File: src/rtl/nco_sample_reader.sv
// nco_sample_reader: reads 32-bit sine samples from two table banks for
// 8-bit phase requests, rounds and saturates them to OUT_W bits, and returns
// them in request order through a small output FIFO.
module nco_sample_reader #(
    parameter int unsigned OUT_W      = 8,
    parameter int unsigned FIFO_DEPTH = 4
) (
    input  logic             clk,
    input  logic             reset,
    input  logic             enable,
    input  logic             req_valid,
    output logic             req_ready,
    input  logic [7:0]       req_phase,
    output logic             csb01,
    output logic             csb11,
    output logic [6:0]       addr1,
    input  logic [31:0]      dout01,
    input  logic [31:0]      dout11,
    output logic             smp_valid,
    input  logic             smp_ready,
    output logic [OUT_W-1:0] smp_data,
    output logic [7:0]       smp_phase,
    output logic             busy
);

    localparam int unsigned PTR_W = (FIFO_DEPTH > 1) ? $clog2(FIFO_DEPTH) : 1;
    localparam int unsigned CNT_W = PTR_W + 1;
    localparam int unsigned RND   = 32'd1 << (31 - OUT_W);
    localparam logic [OUT_W-1:0] SAT_MAX = {1'b0, {(OUT_W-1){1'b1}}};

    logic             run_q;
    logic             inflight_q;
    logic             infl_bank_q;
    logic [7:0]       infl_phase_q;
    logic [OUT_W-1:0] mem_data  [FIFO_DEPTH];
    logic [7:0]       mem_phase [FIFO_DEPTH];
    logic [PTR_W-1:0] wr_ptr_q;
    logic [PTR_W-1:0] rd_ptr_q;
    logic [PTR_W-1:0] rd_ptr_d;
    logic [CNT_W-1:0] count_q;
    logic [CNT_W-1:0] count_d;

    logic             accept_c;
    logic             push_c;
    logic             pop_c;
    logic [31:0]      raw_c;
    logic [31:0]      sum_c;
    logic [OUT_W-1:0] sat_c;
    logic [OUT_W-1:0] head_data_c;
    logic [7:0]       head_phase_c;

    // Credit check: the pending capture always owns a FIFO slot.
    assign req_ready = run_q && enable &&
                       ((count_q + CNT_W'(inflight_q)) < CNT_W'(FIFO_DEPTH));
    assign accept_c  = req_valid && req_ready;

    // Read-port drive for the accept cycle; one bank at most.
    always_comb begin
        csb01 = 1'b1;
        csb11 = 1'b1;
        addr1 = 7'd0;
        if (accept_c) begin
            csb01 = req_phase[7];
            csb11 = !req_phase[7];
            addr1 = req_phase[6:0];
        end
    end

    // Round half-up then clamp; only positive overflow is reachable.
    always_comb begin
        raw_c = infl_bank_q ? dout11 : dout01;
        sum_c = raw_c + 32'(RND);
        sat_c = (!raw_c[31] && sum_c[31]) ? SAT_MAX : sum_c[31 -: OUT_W];
    end

    // FIFO bookkeeping and next head; a push into an emptied FIFO bypasses.
    always_comb begin
        push_c   = inflight_q;
        pop_c    = smp_valid && smp_ready;
        count_d  = count_q + CNT_W'(push_c) - CNT_W'(pop_c);
        rd_ptr_d = pop_c ? rd_ptr_q + PTR_W'(1) : rd_ptr_q;
        head_data_c  = mem_data[rd_ptr_d];
        head_phase_c = mem_phase[rd_ptr_d];
        if (push_c && (rd_ptr_d == wr_ptr_q)) begin
            head_data_c  = sat_c;
            head_phase_c = infl_phase_q;
        end
    end

    // Control state, in-flight slot and registered FIFO-head outputs.
    always_ff @(posedge clk or negedge reset) begin
        if (!reset) begin
            run_q        <= 1'b0;
            inflight_q   <= 1'b0;
            infl_bank_q  <= 1'b0;
            infl_phase_q <= 8'd0;
            wr_ptr_q     <= '0;
            rd_ptr_q     <= '0;
            count_q      <= '0;
            smp_valid    <= 1'b0;
            smp_data     <= '0;
            smp_phase    <= 8'd0;
            busy         <= 1'b0;
        end else begin
            run_q      <= 1'b1;
            inflight_q <= accept_c;
            if (accept_c) begin
                infl_bank_q  <= req_phase[7];
                infl_phase_q <= req_phase;
            end
            if (push_c) begin
                wr_ptr_q <= wr_ptr_q + PTR_W'(1);
            end
            rd_ptr_q  <= rd_ptr_d;
            count_q   <= count_d;
            smp_valid <= (count_d != '0);
            busy      <= accept_c || (count_d != '0);
            if (count_d != '0) begin
                smp_data  <= head_data_c;
                smp_phase <= head_phase_c;
            end
        end
    end

    // FIFO storage; contents are only meaningful below the count.
    always_ff @(posedge clk) begin
        if (push_c) begin
            mem_data[wr_ptr_q]  <= sat_c;
            mem_phase[wr_ptr_q] <= infl_phase_q;
        end
    end

endmodule

File: config.mk
export PLATFORM = sky130hd
export DESIGN_NAME = nco_sample_reader
export DESIGN_NICKNAME = d
export VERILOG_FILES = /design/src/rtl/nco_sample_reader.sv
export SDC_FILE = /design/constraint.sdc
export NUM_CORES = 1
export LEC_CHECK = 0
export BUFFER_PORTS_ARGS = -buffer_cell sky130_fd_sc_hd__buf_4
export CORE_ASPECT_RATIO = 1.5
export CORE_UTILIZATION = 50
export CTS_CLUSTER_SIZE = 30
export DETAILED_ROUTE_END_ITERATION = 10
export PLACE_DENSITY = 0.83
export SETUP_SLACK_MARGIN = 0.15
export SLEW_MARGIN = 20
export SYNTH_ARGS = -nofsm -noshare
export SYNTH_HDL_FRONTEND = slang
export SYNTH_SLANG_ARGS = --single-unit
File: constraint.sdc
create_clock -name clk -period 4 [get_ports clk]
set_clock_uncertainty 0.2 [all_clocks]
set_input_delay 0.6 -clock clk [delete_from_list [all_inputs] [get_ports clk]]
set_output_delay 0.6 -clock clk [all_outputs]
set_load 0.005 [all_outputs]
# After elaboration in Yosys (flattened, before gate mapping)
# Memory sizes are Yosys's and may differ from the RTL's. A register that Yosys moved wholly into a read port is not among the register bits.
# Index checks and enable logic that the tools add are counted.
totals:
  ff_bits: 20
  ramBits: 64
  inputBits: 77
  output_inout_bits: 28
  word_cells: 36
  memories: 2
mem_list:
  columns: ["name", "words", "word_bits", "rd", "rd_ports_with_merged_regs", "wr", "line", "text"]
  rows:
  - ["mem_data", 4, 8, 1, 1, 1, "35", "logic [OUT_W-1:0] mem_data [FIFO_DEPTH];"]
  - ["mem_phase", 4, 8, 1, 1, 1, "36", "logic [7:0] mem_phase [FIFO_DEPTH];"]
classes:
  n_addsub: 5
  n_lt_le_gt_ge: 1
  muxes: 8
  reduce_logical: 11
ops:
  columns: ["op", "count"]
  rows:
  - ["$add 32x24->32 const B", 1]
  - ["$mux 32", 1]
  - ["$mux 8", 1]
  - ["$mux 7", 1]
  - ["$logic_and 1x1->1", 5]
  - ["$add 2x1->2 const B", 2]
  - ["$logic_not 1->1", 4]
  - ["$mux 1", 4]
  - ["$add 3x1->3", 1]
  - ["$lt 3x3->1 const B", 1]
  - ["$reduce_bool 3->1", 1]
  - ["$sub 3x1->3", 1]
  - ["$mux 2", 1]
  - ["$logic_or 1x1->1", 1]

# Logic depth before layout (Yosys ltp)
# Gate-level depths: netlist (run 1).
logic_depth:
  ltp_word: 5
  mapped_depth: 11
  depth_no_buf: 9

# Worst setup path before layout (run 1)
# Ideal clock, no wire load.
synth_timing:
  kind: "reg-to-reg"
  startpoint: "register infl_bank_q (netlist name)"
  endpoint: "register smp_data[4] (read register of mem_data)"
  setup_time_ps: 126
  arrival_ps: 2462
  required_ps: 3674
  slack_ps: 1212
  stages_incl_launch_ff: 12
  n_path_buf: 4
  synth_period_minus_slack_ps: 2788
  cell_sequence: "dfrtp_1 -> buf_2 -> buf_4 -> buf_4 -> mux2_2 -> ha_1 -> nand4b_1 -> a22o_1 -> nand2b_1 -> clkbuf_1 -> nand2_1 -> a221o_1"
synth_rtl:
  columns: ["element", "line", "text"]
  rows:
  - ["end: declaration", "21", "output logic [OUT_W-1:0] smp_data,"]

# Final worst setup path (run 1)
layout_timing:
  startpoint: "register inflight_q"
  endpoint: "output csb11"
layout_between:
  elab_chain_cells: 5
layout_rtl:
  columns: ["element", "line", "text"]
  rows:
  - ["start: declaration", "32", "logic inflight_q;"]
  - ["start signal: assignment", "106", "inflight_q <= accept_c;"]
  - ["$add 3x1->3", "54", "((count_q + CNT_W'(inflight_q)) < CNT_W'(FIFO_DEPTH));"]
  - ["$lt 3x3->1", "54", null]
  - ["$logic_and 1x1->1", "53", "assign req_ready = run_q && enable &&"]
  - ["$logic_and 1x1->1", "55", "assign accept_c = req_valid && req_ready;"]
  - ["$mux 1", "62", "if (accept_c) begin"]
  - ["end: declaration", "15", "output logic csb11,"]
# No other way between the ends.

==> results.yml, run 1 <==
setup_path:
  end_kind: "output pin"
  r2r-end: "smp_data[5]"
  critPathMaxStageDelay_ns: 0.47
  cp_max_fo: 9
  crit_type: "reg -> out"
  crit_required_ns: 3.20
  cp_common_cell: "ha_1"
  worst-path-buf-inv: 1
  crit_slowest_cell: "dfrtp_1"
  arrival_ns: 2.44
  rrSetupSlack_ns: 1.19
  path_delay_family: "simple AND/OR/NAND/NOR gates"
  r2r_cells: 8
  path_cells: "ha_1 -> ha_1 -> xnor2_1 -> and3_1 -> and2_1 -> nand2_1 -> buf_4"
  start_kind: "register"
  r2r-start: "infl_bank_q"
power:
  cellPowerDensity_nw_per_um2: 689.5
  vdd_drop_max_mv: 0.3706
  p_leak_nw: 2.189
grt:
  overflow: 0
  grt_pass1_wl_um: 13720
  grt_pass1_vias: 2701
  track_usage_pct: 20.73
  antenna_found_initial: 0
  grt-busiest-layer: "met2"
  met1_usage_pct: 23.13
  grt_use_met3_pct: 4.688
  grt_max_degree: 36
  grtUsageMet2_pct: 37.25
drt:
  viasPerCell: 5.651
  drt_wl_total_um: 8509
  drc: 0
  ant_nets: 0
  num_vias: 2571
  wire_per_inst_um: 18.70
  drt_iter0_markers: 220
  first_pass_iters: 4
flow_run:
  maxCapViolCount: 0
sta:
  worst_pin_slew_ns: 0.9300
  max_clock_freq_ghz: 0.3083
  drv_slew: 0
  relSlewSlack_pct: 38.00
  rsz0062_at_grt: "false"
  layout_setup_ws_ns: 0.7563
  hold_violations: 0
  finalSetupTns_ns: 0
  holdWs_ns: 0.007440
  finalCriticalPeriod_ns: 3.244
  finalSetupViolations: 0
  min_period_over_period_pct: 81.09
floorplan:
  start_util_pct: 51.80
  core_um2: 8464
  row_count: 41
  die_w_um: 78.46
  dieArea_um2: 9155
  die_y_um: 116.7
  ios: 105
yosys:
  synth_flop_cell: "edfxtp_1"
  synth.distinct_cells: 39
  synth_top_family_by_area: "multiplexers"
  synthMuxAreaShare_pct: 15.30
  synth_warnings: 0
  synth_edf_count: 64
  syn_nets: 369
  syn-cell-area_um2: 4384
  synth_area_per_cell_um2: 15.49
  synth-compound-area-share_pct: 4.509
  synthXorXnorAreaFrac_pct: 3.196
  async_reset_ff_share_pct: 35.35
  synth_fa_ha_area_share_pct: 2.568
  ys_ff_latch: 99
  synthCells: 283
  yosysSeqAreaShare_pct: 63.81
  yosys.area_share.simple_pct: 7.763
clock_tree:
  clockRootBuffer: "clkbuf_16"
  cts.clk_slew.worst_paths_ns: 0.06
  holdBufCountCts: 0
  clock-sinks: 99
  post_cts_buffers: 0
  clk_latency_ns: 0.34
  cts_buffers: 9
  cts_buffer_depth: 2
  post_cts_resized: 0
  cts_tree: "done"
  cts.htree.levels: 3
placement:
  hpwlAfterDp_um: 5614
  pre_cts_ws_ns: 1.070
  place_congestion: 0.7472
  port_buffers: 58
final_layout:
  area_delta_synth_final_pct: 18.06
  fin_nets: 431
  most-common-layout-cells: "64 x buf_4, 64 x edfxtp_1, 35 x dfrtp_1"
  antennaDiodeCount: 0
  fillers: 614
  post_route_cells_drive_above_1_share_pct: 26.72
worst_hold_path:
  hold_path_class: "in -> async"
status:
  status: "finished clean"
-- worst max-delay path by stage --
stage / from / to / cells past startpoint
6_report: inflight_q / csb11 / 7
5_1_grt: inflight_q / csb11 / 7
4_1_cts: inflight_q / csb11 / 7
3_5_place_dp: inflight_q / csb11 / 7
3_3_place_gp: inflight_q / csb11 / 7
2_1_floorplan: infl_bank_q / smp_data[4] / 11
-- report_power, final --
group	leakage [nW]	internal (W)	switching, W
registers	0.990	0.00139	0.000151
clock network	0.123	0.000412	0.000338
logic	1.08	0.000659	0.000619
-- logic make-up after synthesis --
logic type / count (synthesis)
AOI/OAI and AO/OA: 30
adders and majority gates: 9
muxes: 42
xor gates and xnor gates: 12
buffers and inverters: 26
and+or+nand+nor: 64
DFF: 99
other: 1
-- flip-flops by register name (all words and copies together), names as in the netlist, 2 cells and up --
| signal | flops |
|---|---|
| rd_ptr_q | 2 |
| mem_phase | 32 |
| infl_phase_q | 7 |
| mem_data | 32 |
| smp_data | 8 |
| wr_ptr_q | 2 |
| smp_phase | 8 |
| count_q | 3 |
-- synthesized netlist by cell type (all sizes together) (6+ instances only) --
cell	n	share of area (%)
ha	9	2.6
and3	12	1.7
dfrtp	35	20
edfxtp	64	44
inv	12	1.0
xor2	8	1.6
mux2i	16	3.7
mux4	16	9.1
and2	6	0.91
buf	8	1.2
mux2	10	2.6
nand2	23	2.0
o21ai	13	1.5
-- layout make-up --
class / count / area (um^2) / area share (%)
tap: 107 / 133.9 / 2.586
inverter: 13 / 48.80 / 0.9427
multi-input combinational: 158 / 1465 / 28.31
clock inverter: 3 / 17.52 / 0.3384
timing repair buffer: 64 / 480.5 / 9.282
sequential: 99 / 2798 / 54.05
clock buffer: 11 / 232.7 / 4.496
-- routing by layer --
layer / vias to the layer above / wire [um] / part of all wire (%)
met5: - / 0 / 0
met2: 69 / 4669 / 55
met3: 7 / 395 / 4.6
met1: 1302 / 3309 / 39
met4: 0 / 133 / 1.6
li1: 1193 / - / -
-- through the flow --
| stage | power [W] | utilization, % | instance area (um^2) | cells |
|---|---|---|---|---|
| 6_report | 0.003569 | 61.15 | 5176 | 455 |
| 5_1_grt | 0.003773 | 61.15 | 5176 | 455 |
| 4_1_cts | 0.003600 | 61.15 | 5176 | 455 |
| 3_5_place_dp | 0.002846 | 58.20 | 4926 | 441 |
| 3_3_place_gp | 0.002776 | 58.20 | 4926 | 441 |
| 2_1_floorplan | 0.002420 | - | 4384 | 283 |
No activity file was read; power rests on OpenSTA's default activity.
==> run 2, diff against run 1 <==
--- a/config.mk
+++ b/config.mk
@@ -5,6 +5,7 @@
 export SDC_FILE = /design/constraint.sdc
 export NUM_CORES = 1
 export LEC_CHECK = 0
+export ABC_AREA = 1
 export BUFFER_PORTS_ARGS = -buffer_cell sky130_fd_sc_hd__buf_4
 export CORE_ASPECT_RATIO = 1.5
 export CORE_UTILIZATION = 50
==> constraint.sdc (replaced) <==
create_clock -name clk -period 3.4 [get_ports clk]
set_clock_uncertainty 0.2 [all_clocks]
set_input_delay 0.51 -clock clk [delete_from_list [all_inputs] [get_ports clk]]
set_output_delay 0.51 -clock clk [all_outputs]
set_load 0.005 [all_outputs]
==> run 2 against run 1 <==
Compared with the run above:
- design area is 4.6% higher
- synthesized cell count is 71% higher
- flip-flop and latch count stayed put
- combinational power is 30% higher
- non-clock buffer count is 1 lower
- largest power group unchanged
- die area is 4.9% higher
- via count is 37% higher
- worst hold slack better by 0.21 ns
==> results.yml, run 2 <==
status:
  status: "finished clean"
grt:
  grt_pass1_vias: 3536
  grt-busiest-layer: "met2"
  antenna_found_initial: 0
  track_usage_pct: 22.55
  grtUsageMet2_pct: 36.86
  grt_use_met3_pct: 3.954
  grt_max_degree: 36
  met1_usage_pct: 25.77
  grt_pass1_wl_um: 16000
  overflow: 0
yosys:
  synth.most_common_cell: "nand2_1"
  syn-cell-area_um2: 4604
  async_reset_ff_share_pct: 35.35
  synth_warnings: 0
  synth_area_leaders: "edfxtp_1 42%, dfrtp_1 19%, nand2_1 15%"
  synth_edf_count: 64
  synth_flop_cell: "edfxtp_1"
  synth_area_per_cell_um2: 9.533
  yosysSeqAreaShare_pct: 60.76
  syn_nets: 569
  synthCells: 483
  synth.distinct_cells: 30
  synth_top_cell_by_area: "edfxtp_1"
  ys_ff_latch: 99
  synth_top_cells_by_count: "188 x nand2_1, 64 x edfxtp_1, 59 x nand3_1, 47 x inv_1, 35 x dfrtp_1"
  synth.top_cell.area_share_pct: 41.74
power:
  vdd_drop_max_mv: 0.4664
  swShare_pct: 36.18
  p_leak_nw: 2.524
  clockPowerShare_pct: 23.7
  p_sw_w: 0.001650
  seqPwrFrac_pct: 40.0
  finalPower_w: 0.004561
  p_int_w: 0.002911
  p_comb_share_pct: 36.3
  cellPowerDensity_nw_per_um2: 842.4
clock_tree:
  cts_tree: "done"
  clockRootBuffer: "clkbuf_16"
  cts.clk_slew.worst_paths_ns: 0.06
  post_cts_resized: 0
  clk_latency_ns: 0.34
  clock-sinks: 99
  cts.htree.levels: 3
  holdBufCountCts: 1
  cts_buffer_depth: 2
  cts_buffers: 9
  post_cts_buffers: 0
floorplan:
  row_count: 42
  start_util_pct: 51.85
  ios: 105
  die_y_um: 119.5
  core_um2: 8881
  die_w_um: 80.36
  dieArea_um2: 9605
setup_path:
  arrival_ns: 2.35
  crit_slowest_cell: "dfrtp_1"
  end_kind: "output pin"
  worst-path-buf-inv: 1
  cp_common_cell: "ha_1"
  path_cells: "ha_1 -> ha_1 -> nand2_1 -> and2_1 -> and3_1 -> nand2_2 -> or2_2 -> buf_4"
  path_delay_family: "simple AND/OR/NAND/NOR gates"
  r2r_cells: 11
  crit_type: "reg -> out"
  critPathMaxStageDelay_ns: 0.50
  start_kind: "register"
  cp_max_fo: 10
  crit_required_ns: 2.69
  r2r-end: "smp_data[0]"
  r2r-start: "inflight_q"
  rrSetupSlack_ns: 0.64
sta:
  relSlewSlack_pct: 46.81
  worst_pin_slew_ns: 0.7970
  drv_slew: 0
  hold_violations: 0
  holdWs_ns: 0.2215
  rsz0062_at_grt: "false"
  min_period_over_period_pct: 90.06
  finalSetupTns_ns: 0
  finalSetupViolations: 0
  max_clock_freq_ghz: 0.3266
  finalCriticalPeriod_ns: 3.062
final_layout:
  fillers: 683
  stdcell_count: 655
  area_delta_synth_final_pct: 17.58
  multi_input_area_um2: 1495
  fin_area_um2: 5414
  top_regs: "mem_data x32, mem_phase x32"
  ff_latch_area_um2: 2798
  antennaDiodeCount: 0
  most-common-layout-cells: "188 x nand2_1, 64 x edfxtp_1, 62 x buf_4"
  fin_nets: 626
  final_common_cell: "nand2_1"
  post_route_cells_drive_above_1_share_pct: 16.51
drt:
  first_pass_iters: 5
  drc: 0
  num_vias: 3531
  drt_iter0_markers: 281
  wire_per_inst_um: 15.21
  ant_nets: 0
  viasPerCell: 5.391
  drt_wl_total_um: 9963
placement:
  place_congestion: 0.8585
  port_buffers: 58
  numPlacedInstances: 638
  hpwlAfterDp_um: 6370
  place_area_um2: 5084
worst_hold_path:
  hold_path_depth: 3
  hold_path_class: "in -> reg"
  hp-start: "req_phase[7]"
  holdPathEnd: "infl_bank_q"
flow_run:
  maxCapViolCount: 0
-- run 2: changes by cell type in the layout (fill, tap and decap cells not counted), moves of 7 or more --
| cell | delta |
|---|---|
| mux4_1 | -10 |
| o21bai_1 | +7 |
| nor2_1 | +13 |
| and3_1 | -11 |
| nand3_1 | +55 |
| mux2_2 | -10 |
| nand2_1 | +165 |
| inv_1 | +35 |
| mux2i_1 | -16 |
-- run 2: area by class of cell --
type / count / area share (%)
Sequential cell: 99 / 51.68
Multi-Input combinational cell: 317 / 27.62
Timing Repair Buffer: 63 / 8.782
Clock buffer: 12 / 4.553
Inverter: 50 / 3.467
Tap cell: 110 / 2.542
Clock inverter: 4 / 1.364
-- run 2: layer usage --
layer / up-vias / share of wire (%)
li1: 1671 / -
met1: 1691 / 39
met2: 140 / 52
met3: 29 / 5.8
met4: 0 / 3.7
met5: - / 0
-- run 2: kinds of logic (layout without fill, tap and decap cells) --
group / count (synthesis) / in the layout / share of synthesized area [%]
adders and majority gates: 9 / 9 / 2.446
AOI/OAI and AO/OA: 13 / 13 / 1.793
buffers and inverters: 67 / 129 / 6.766
other: 1 / 1 / 0.08144
DFF: 99 / 99 / 60.76
and+or+nand+nor: 291 / 291 / 27.58
xor gates and xnor gates: 3 / 3 / 0.5708
-- run 2: power groups by stage --
stage | sequential (W) | combinational (W) | clock [W]
2_1_floorplan | 0.00180 | 0.00115 | 0
3_3_place_gp | 0.00183 | 0.00156 | 0
3_5_place_dp | 0.00184 | 0.00163 | 0
4_1_cts | 0.00182 | 0.00166 | 0.00108
5_1_grt | 0.00186 | 0.00187 | 0.00113
6_report | 0.00183 | 0.00166 | 0.00108
-- run 2: stage by stage --
stage | utilization, % | setup WS, ns
2_1_floorplan | - | 1.121
3_3_place_gp | 57.24 | 0.7038
3_5_place_dp | 57.24 | 0.6159
4_1_cts | 60.96 | 0.3199
5_1_grt | 60.96 | 0.2092
6_report | 60.96 | 0.3381
-- run 2: worst max-delay path by stage --
stage / cells past startpoint / startpoint / endpoint
3_3_place_gp: 12 / smp_ready / smp_data[2]
5_1_grt: 9 / inflight_q / csb01
2_1_floorplan: 9 / inflight_q / csb11
6_report: 8 / inflight_q / csb01
4_1_cts: 8 / inflight_q / csb01
3_5_place_dp: 11 / inflight_q / smp_data[2]
-- run 2: tightest hold or removal path, stage by stage --
cell and delay, ns:
buf_4 0.08, nand2_1 0.06, o21ai_0 0.07
==> run 3, diff against run 2 <==
--- a/config.mk
+++ b/config.mk
@@ -9,9 +9,10 @@
 export BUFFER_PORTS_ARGS = -buffer_cell sky130_fd_sc_hd__buf_4
 export CORE_ASPECT_RATIO = 1.5
 export CORE_UTILIZATION = 50
+export CTS_BUF_LIST = sky130_fd_sc_hd__clkbuf_4
 export CTS_CLUSTER_SIZE = 30
 export DETAILED_ROUTE_END_ITERATION = 10
-export PLACE_DENSITY = 0.83
+export PLACE_DENSITY_LB_ADDON = 0.3
 export SETUP_SLACK_MARGIN = 0.15
 export SLEW_MARGIN = 20
 export SYNTH_ARGS = -nofsm -noshare
==> run 3 against run 2 <==
Compared with the run above:
- register-to-register slack improved by 0.09 ns
- first-iteration DRC count fell by 13%
- clock power fell by 39%
- critical endpoint unchanged
- largest cell class unchanged
==> results.yml, run 3 (synthesis gave the netlist of run 2 again) <==
floorplan:
  start_util_pct: 51.85
  die_y_um: 119.5
  ios: 105
  dieArea_um2: 9605
  die_w_um: 80.36
  core_um2: 8881
  row_count: 42
clock_tree:
  cts.htree.levels: 3
  clockRootBuffer: "clkbuf_4"
  cts.clk_slew.worst_paths_ns: 0.16
  clock-sinks: 99
  cts_buffers: 9
  cts_buffer_depth: 2
  cts_tree: "done"
  post_cts_buffers: 0
  clk_latency_ns: 0.45
power:
  vdd_drop_max_mv: 0.3760
  p_leak_nw: 2.444
  cellPowerDensity_nw_per_um2: 786.0
drt:
  first_pass_iters: 5
  drt_iter0_markers: 245
  viasPerCell: 5.192
  num_vias: 3406
  wire_per_inst_um: 14.75
  drt_wl_total_um: 9679
  ant_nets: 0
  drc: 0
placement:
  pre_cts_ws_ns: 0.6721
  port_buffers: 58
  place_congestion: 0.8802
  hpwlAfterDp_um: 6269
final_layout:
  fillers: 743
  post_route_cells_drive_above_1_share_pct: 16.88
  area_delta_synth_final_pct: 13.94
  top_regs: "mem_data x32, mem_phase x32"
  multi_input_area_um2: 1495
  fin_nets: 626
  ff_latch_area_um2: 2799
  most-common-layout-cells: "188 x nand2_1, 64 x edfxtp_1, 62 x buf_4"
  final_common_cell: "nand2_1"
grt:
  grt_pass1_vias: 3335
  grt_max_degree: 36
  overflow: 0
  grt_pass1_wl_um: 15550
  antenna_found_initial: 1
  track_usage_pct: 21.81
sta:
  relSlewSlack_pct: 47.81
  hold_violations: 0
  finalCriticalPeriod_ns: 3.074
  layout_setup_ws_ns: 0.3264
  min_period_over_period_pct: 90.40
  max_clock_freq_ghz: 0.3254
  rsz0062_at_grt: "false"
  finalSetupViolations: 0
  finalSetupTns_ns: 0
  worst_pin_slew_ns: 0.7821
  drv_slew: 0
setup_path:
  arrival_ns: 2.36
  end_kind: "output pin"
  cp_max_fo: 10
  r2r-start: "inflight_q"
  r2r_cells: 11
  crit_required_ns: 2.69
  start_kind: "register"
  startpoint: "inflight_q"
  rrSetupSlack_ns: 0.73
  r2r-end: "smp_data[2]"
  crit_type: "reg -> out"
  critPathCapture: "csb01"
worst_hold_path:
  hold_path_class: "in -> reg"
flow_run:
  maxCapViolCount: 0
status:
  status: "finished clean"
[run 3: changes by cell type in the layout (fill, tap and decap cells not counted), moves of 2 or more]
| cell | previous run | this run |
|---|---|---|
| clkbuf_1 | 2 | 0 |
| clkbuf_16 | 9 | 0 |
| clkbuf_4 | 0 | 9 |
| inv_6 | 0 | 2 |
| inv_8 | 0 | 2 |
[run 3: worst min path at each step]
stage / from / to / slack [ns] / depth (start not counted)
after floorplan: reset / busy / 0.01 / 0
after global routing: req_phase[7] / infl_bank_q / 0.1 / 3
after CTS: req_phase[7] / infl_bank_q / 0.06 / 3
after detailed placement: smp_data[1] / smp_data[1] / 0.27 / 2
final: req_phase[7] / infl_bank_q / 0.09 / 3
after global placement: smp_data[1] / smp_data[1] / 0.26 / 2
[run 3: report_power, final]
| part | total, W | switching (W) | internal [W] |
|---|---|---|---|
| Clock | 0.000654 | 0.000416 | 0.000238 |
| Combinational | 0.00165 | 0.00106 | 0.000595 |
| Sequential | 0.00181 | 0.000170 | 0.00164 |
| Total | 0.00412 | 0.00165 | 0.00248 |
[run 3: routing by layer]
metal  share of wire, %  global-route usage [%]
met3                4.6                   3.194
met2                 54                   38.45
met1                 41                   25.61
met4                1.0                   10.04
met5                  0                       0
[run 3: layout make-up]
type / instances / share of cell area [%]
clock buffer: 9 / 1.288
clock inverter: 7 / 1.550
timing repair buffer: 63 / 9.063
multi-input combinational: 317 / 28.50
sequential: 99 / 53.35
tap: 110 / 2.623
inverter: 50 / 3.577
antenna: 1 / 0.04770
[run 3: worst max-delay path: stages, from the launching register on]
cell and delay (ns):
dfrtp_2 0.50, ha_1 0.22, ha_1 0.19, nand2_1 0.06, and2_1 0.15, and3_1 0.19, nand2_2 0.16, or2_2 0.32
buf_4 0.13
[run 3: repair_timing]
item | 4_1_cts | 5_1_grt
gates resized for setup | 0 | 1
setup endpoints to repair | 0 | 2
hold buffers | 1 | 0
hold endpoints to repair | 35 | 0
[run 3: metrics by stage]
| stage | instances | total power (W) | instance area, um^2 | hold WS, ns | utilization [%] |
|---|---|---|---|---|---|
| 4_1_cts | 655 | 0.004138 | 5243 | 0.06335 | 59.03 |
| 5_1_grt | 656 | 0.004425 | 5246 | 0.09606 | 59.07 |
| 2_1_floorplan | 483 | 0.002951 | 4604 | 0.01441 | - |
| 6_report | 656 | 0.004123 | 5246 | 0.09082 | 59.07 |
| 3_5_place_dp | 638 | 0.003497 | 5084 | 0.2683 | 57.24 |
| 3_3_place_gp | 638 | 0.003425 | 5084 | 0.2638 | 57.24 |
